File: src/rtl/mux_arb_pkg.sv
// Shared definitions for the round-robin 2:1 mux arbiter.
// These cover the FSM state encodings and the mux select values.
package mux_arb_pkg;

    typedef enum logic [1:0] {
        ST_IDLE  = 2'd0,
        ST_GNT_A = 2'd1,
        ST_GNT_B = 2'd2
    } state_t;

    localparam logic SEL_A = 1'b1;
    localparam logic SEL_B = 1'b0;

endpackage

File: src/rtl/mux_rtl.sv
// Existing single-bit 2:1 mux cell of the datapath.
// When sel is 1 the output follows a; when sel is 0 it follows b.
module mux_rtl (
    input  logic a,
    input  logic b,
    input  logic sel,
    output logic y
);

    assign y = sel ? a : b;

endmodule

File: src/rtl/mux_rr_arbiter.sv
// Round-robin arbiter that owns the select of a 2:1 valid/ready mux.
// A grant lasts one packet, and is cut short after MAX_BURST accepted beats.
module mux_rr_arbiter
    import mux_arb_pkg::*;
#(
    parameter int DATA_W    = 8,
    parameter int MAX_BURST = 4
) (
    input  logic              clk,
    input  logic              rst,
    input  logic              a_valid,
    input  logic [DATA_W-1:0] a_data,
    input  logic              a_last,
    output logic              a_ready,
    input  logic              b_valid,
    input  logic [DATA_W-1:0] b_data,
    input  logic              b_last,
    output logic              b_ready,
    output logic              out_valid,
    output logic [DATA_W-1:0] out_data,
    output logic              out_last,
    input  logic              out_ready,
    output logic              sel,
    output logic              busy
);

    localparam int               CNT_W   = $clog2(MAX_BURST + 1);
    localparam logic [CNT_W-1:0] CNT_MAX = CNT_W'(MAX_BURST);

    state_t           state_reg, state_next;
    logic             sel_reg, sel_next;
    logic             busy_reg, busy_next;
    logic             last_gnt_reg, last_gnt_next;
    logic [CNT_W-1:0] beat_cnt_reg, beat_cnt_next;
    logic             gnt_valid;

    // Bit DATA_W of each mux lane carries the last flag alongside the data.
    logic [DATA_W:0] mux_a;
    logic [DATA_W:0] mux_b;
    logic [DATA_W:0] mux_y;

    assign mux_a = {a_last, a_data};
    assign mux_b = {b_last, b_data};

    generate
        for (genvar gi = 0; gi < DATA_W + 1; gi++) begin : g_mux
            mux_rtl u_mux (
                .a   (mux_a[gi]),
                .b   (mux_b[gi]),
                .sel (sel_reg),
                .y   (mux_y[gi])
            );
        end
    endgenerate

    assign out_data = mux_y[DATA_W-1:0];
    assign out_last = mux_y[DATA_W];
    assign sel      = sel_reg;
    assign busy     = busy_reg;

    always_ff @(posedge clk) begin
        if (rst) begin
            state_reg    <= ST_IDLE;
            sel_reg      <= SEL_B;
            busy_reg     <= 1'b0;
            last_gnt_reg <= SEL_B;
            beat_cnt_reg <= '0;
        end else begin
            state_reg    <= state_next;
            sel_reg      <= sel_next;
            busy_reg     <= busy_next;
            last_gnt_reg <= last_gnt_next;
            beat_cnt_reg <= beat_cnt_next;
        end
    end

    always_comb begin
        state_next    = state_reg;
        sel_next      = sel_reg;
        busy_next     = busy_reg;
        last_gnt_next = last_gnt_reg;
        beat_cnt_next = beat_cnt_reg;
        out_valid     = 1'b0;
        a_ready       = 1'b0;
        b_ready       = 1'b0;
        gnt_valid     = 1'b0;

        case (state_reg)
            ST_IDLE: begin
                // On a tie, the requester not served most recently wins.
                if (a_valid && (!b_valid || last_gnt_reg == SEL_B)) begin
                    state_next    = ST_GNT_A;
                    sel_next      = SEL_A;
                    last_gnt_next = SEL_A;
                    busy_next     = 1'b1;
                    beat_cnt_next = '0;
                end else if (b_valid) begin
                    state_next    = ST_GNT_B;
                    sel_next      = SEL_B;
                    last_gnt_next = SEL_B;
                    busy_next     = 1'b1;
                    beat_cnt_next = '0;
                end
            end
            ST_GNT_A: begin
                out_valid = a_valid;
                a_ready   = out_ready;
                gnt_valid = a_valid;
            end
            ST_GNT_B: begin
                out_valid = b_valid;
                b_ready   = out_ready;
                gnt_valid = b_valid;
            end
            default: begin
                state_next = ST_IDLE;
                busy_next  = 1'b0;
            end
        endcase

        // sel already points at the granted lane, so mux_y carries its last flag.
        if (gnt_valid && out_ready) begin
            if (beat_cnt_reg != CNT_MAX)
                beat_cnt_next = beat_cnt_reg + 1'b1;
            if (mux_y[DATA_W] || beat_cnt_reg == CNT_MAX - 1'b1) begin
                state_next = ST_IDLE;
                busy_next  = 1'b0;
            end
        end
    end

endmodule

File: config.mk
export PLATFORM = sky130hd
export DESIGN_NAME = mux_rr_arbiter
export DESIGN_NICKNAME = d
export VERILOG_FILES = /design/src/rtl/mux_arb_pkg.sv /design/src/rtl/mux_rtl.sv /design/src/rtl/mux_rr_arbiter.sv
export SDC_FILE = /design/constraint.sdc
export NUM_CORES = 1
export LEC_CHECK = 0
export CAP_MARGIN = 20
export CORE_MARGIN = 2
export CORE_UTILIZATION = 36
export CTS_CLUSTER_SIZE = 12
export DETAILED_ROUTE_END_ITERATION = 12
export GPL_TIMING_DRIVEN = 0
export HOLD_SLACK_MARGIN = 0.1
export PLACE_DENSITY = 0.8
export SYNTH_ARGS = -nofsm -noshare
export SYNTH_HDL_FRONTEND = slang
export SYNTH_SLANG_ARGS = --single-unit
File: constraint.sdc
create_clock -name clk -period 1.8 [get_ports clk]
set_clock_uncertainty 0.1 [all_clocks]
set_input_delay 0.36 -clock clk [delete_from_list [all_inputs] [get_ports clk]]
set_output_delay 0.36 -clock clk [all_outputs]
set_load 0.01 [all_outputs]
==> metrics.md <==
| Metric | Value |
|---|---|
| MaxCap Viol Count | 0 |
| Sequential power share | 0.271 |
| First-pass iteration count of the detailed router | 4 |
| Most frequent cells in the layout | clkdlybuf4s50_1, buf_4, buf_6 |
| Worst path required time | 1.34 ns |
| Seq cells post-synth | 7 |
| CTS tree | yes |
| Vias per inst | ~5.3 |
| Maximum root-to-sink buffer count | 2 |
| Switch share | 0.3121 |
| Comb pwr share | 0.520 |
| Period minus WS final | 1.810 ns |
| Crit path arrival time | 1.35 ns |
| Worst skew pair latency | roughly 0.25 ns |
| Number of global-route vias before repair | 652 |
| Final ANT Viol Nets | 0 |
| DR vias | 693 |
| Total power | ~700 uW |
| Final HPWL from detailed placement | approximately 1.2 mm |
| Worst R2R Setup Slack | about 0.1 ns |
| Outcome | finished with violations |
| GRT Total Usage | 0.1763 |
| Final worst-path cycle share | 1.005 |
| Post-synth EDFFs | 0 |
| CP Max Fanout | 5 |
| Clk pwr share | 0.209 |
| Initial antenna violation count | 0 |
| DIE AREA | 2083 um^2 |
| Nets | 144 |
| Iter 0 DRT Violations | 7 |
| Cts bufs inserted | 3 |
| Max Clk Rate | about 550 MHz |
| Slew HR | 0.5515 |
| Gpl congestion | 0.7117 |
| Largest register FFs | 3 |
| Final WS setup | -0.009808 ns |
| Crit. End Element | output pin |
| Hold Path Depth | 2 |
| Syn Inst Count | 66 |
| Routed WL | 1.805 mm |
| Setup violators final | 1 |
| Placed insts | 119 |
| Worst reg-to-reg path cell count | 6 |
| Global-route congestion overflow total | 0 |
| R2R Path End | state_reg[1]$_SDFF_PP0_ |
| Hold path endpoint | busy$_SDFF_PP0_ |
| Multi-input gate area | 447.9 um^2 |
| Core area | 1670 um^2 |
| Commonest non-fill, non-tap cell in the layout | clkdlybuf4s50_1 |
| Hold Crit Class | reg2reg |
| Final hold vios | 0 |
| Input/output buffers | 36 |
| Synth Area per Inst | 9.460 um^2 |
| Crit Path Category | reg2out |
| Post-DR wirelength/cell | approximately 14 um |
| Post-Layout Cell Count | 130 |
| Reg area | between 150 and 200 um^2 |
| HP Start | busy$_SDFF_PP0_ |
| Synth unique cells | 26 |
| Net Sw Power | 217.6 uW |
| CTS sink count | 7 |
| Internal power | 479.5 uW |
| Mapped Area | 624.3 um^2 |
| Syn-to-layout area delta | 83.97% |
| CTS Root Cell | clkbuf_4 |
| Initial Utilization | 0.3738 |
| Hold buffers post-CTS | 0 |
| Largest net degree at the start of global routing | 8 |
| Filler cell count in the final layout | between 150 and 200 |
| Die height | ~46 um |
| CTS clk-pin slew, worst paths | 0.05 ns |
| # DRC | 0 |
| Asr flop ratio synth | 0 |
| PwrDens | 606.9 nW/um^2 |
| Slew @ Worst Pin | 0.6657 ns |
| Synthesized Nets | 96 |
| Min Hold Slack | approximately 0.37 ns |
| Failing checks | negative setup slack |
| # IOs | 37 |
| Synth Warn # | 0 |
| Leak pwr | 0.4939 nW |
| Maximum VDD drop | approximately 300 uV |
| Row cnt | 15 |
| First-pass GRT wire length | 2.766 mm |
| Share of cells above drive strength 1 | 0.3894 |
| Horiz. Die Dim | roughly 46 um |
| CP startpoint kind | register |
| Final slew viol count | 0 |
| Sequential-to-total area share from yosys stat | 0.2244 |
| Reg-to-reg startpoint | state_reg[1]$_SDFF_PP0_ |
| H-tree depth | 1 |
| Synth Flop Type | dfxtp_1 |
| Ant diodes | 0 |
| RSZ-0062 raised after global routing | true |
[Yosys cell counts (2+ instances only)]
| master | number | area, um^2 |
|---|---|---|
| buf_4 | 8 | 60.06 |
| dfxtp_1 | 7 | 140.1 |
| ha_1 | 7 | 87.58 |
| inv_1 | 6 | 22.52 |
| mux2_2 | 5 | 56.30 |
| and2_1 | 4 | 25.02 |
| a21oi_1 | 3 | 15.01 |
| mux2_1 | 3 | 33.78 |
| a2111oi_1 | 2 | 20.02 |
| a31oi_1 | 2 | 12.51 |
| nand2_1 | 2 | 7.510 |
| o311ai_0 | 2 | 17.52 |
| or4_1 | 2 | 15.01 |
[logic make-up (layout without fill, tap and decap cells)]
logic type / Yosys count / after routing / synth area share
fa+ha+maj: 7 / 7 / 0.1403
buf+inv: 15 / 62 / 0.1383
compound gates: 17 / 17 / 0.2204
flops: 7 / 7 / 0.2244
mux: 9 / 9 / 0.1683
simple gates: 11 / 11 / 0.1082
[worst max-delay path: stages (launching register included)]
cell and delay [ns]:
dfxtp_4 0.36, buf_6 0.13, buf_6 0.11, mux2_4 0.29, buf_6 0.11, buf_6 0.11
[how the worst max path moves through the flow]
| stage | startpoint | to | slack, ns | depth (start not counted) |
|---|---|---|---|---|
| after floorplan | last_gnt_reg$_SDFFE_PP0P_ | out_data[1] | 0.09 | 3 |
| final | last_gnt_reg$_SDFFE_PP0P_ | out_data[7] | -0.01 | 5 |
| after detailed placement | last_gnt_reg$_SDFFE_PP0P_ | out_data[5] | -0.45 | 4 |
| after global routing | last_gnt_reg$_SDFFE_PP0P_ | out_data[7] | -0.05 | 5 |
| after CTS | last_gnt_reg$_SDFFE_PP0P_ | out_data[7] | -0.07 | 5 |
| after global placement | last_gnt_reg$_SDFFE_PP0P_ | out_data[4] | -0.46 | 4 |
[cell type report]
class | instances | share of cell area
multi-input combinational | 44 | 0.3900
timing repair buffer | 46 | 0.3693
sequential | 7 | 0.1318
buffer | 6 | 0.04575
clock buffer | 4 | 0.02288
inverter | 6 | 0.02179
tap | 17 | 0.01852
[power by group through the flow]
stage	sequential [mW]	combinational [mW]	clock [mW]
after CTS	0.184	0.316	0.148
after detailed placement	0.188	0.292	0
after global routing	0.192	0.393	0.161
after global placement	0.187	0.286	0
final	0.189	0.362	0.146
after floorplan	0.188	0.150	0
[stage by stage]
stage / setup WS (ns) / area, um^2 / setup TNS, ns / util
after global routing: -0.05278 / 1149 / -0.1565 / 0.6876
after global placement: -0.4569 / 1006 / -5.042 / 0.6022
after detailed placement: -0.4539 / 1006 / -5.128 / 0.6022
final: -0.009808 / 1149 / -0.009808 / 0.6876
after CTS: -0.06906 / 1082 / -0.2474 / 0.6479
after floorplan: 0.09241 / 624.3 / 0 / -
[timing repair]
item | 4_1_cts | 5_1_grt
setup endpoints to repair | 12 | 10
buffers inserted | 8 | 1
gates cloned | 1 | 0
gates resized for setup | 54 | 18
pin swaps | 1 | 3
[routing by layer]
| metal | up-vias | share of wire | track usage |
|---|---|---|---|
| met5 | - | 0 | 0 |
| met4 | 0 | 0 | 0.01765 |
| li1 | 338 | - | - |
| met2 | 33 | 0.52 | 0.3183 |
| met3 | 0 | 0.068 | 0.03968 |
| met1 | 322 | 0.41 | 0.2172 |
Note: power is estimated with default switching activity, not from simulation.
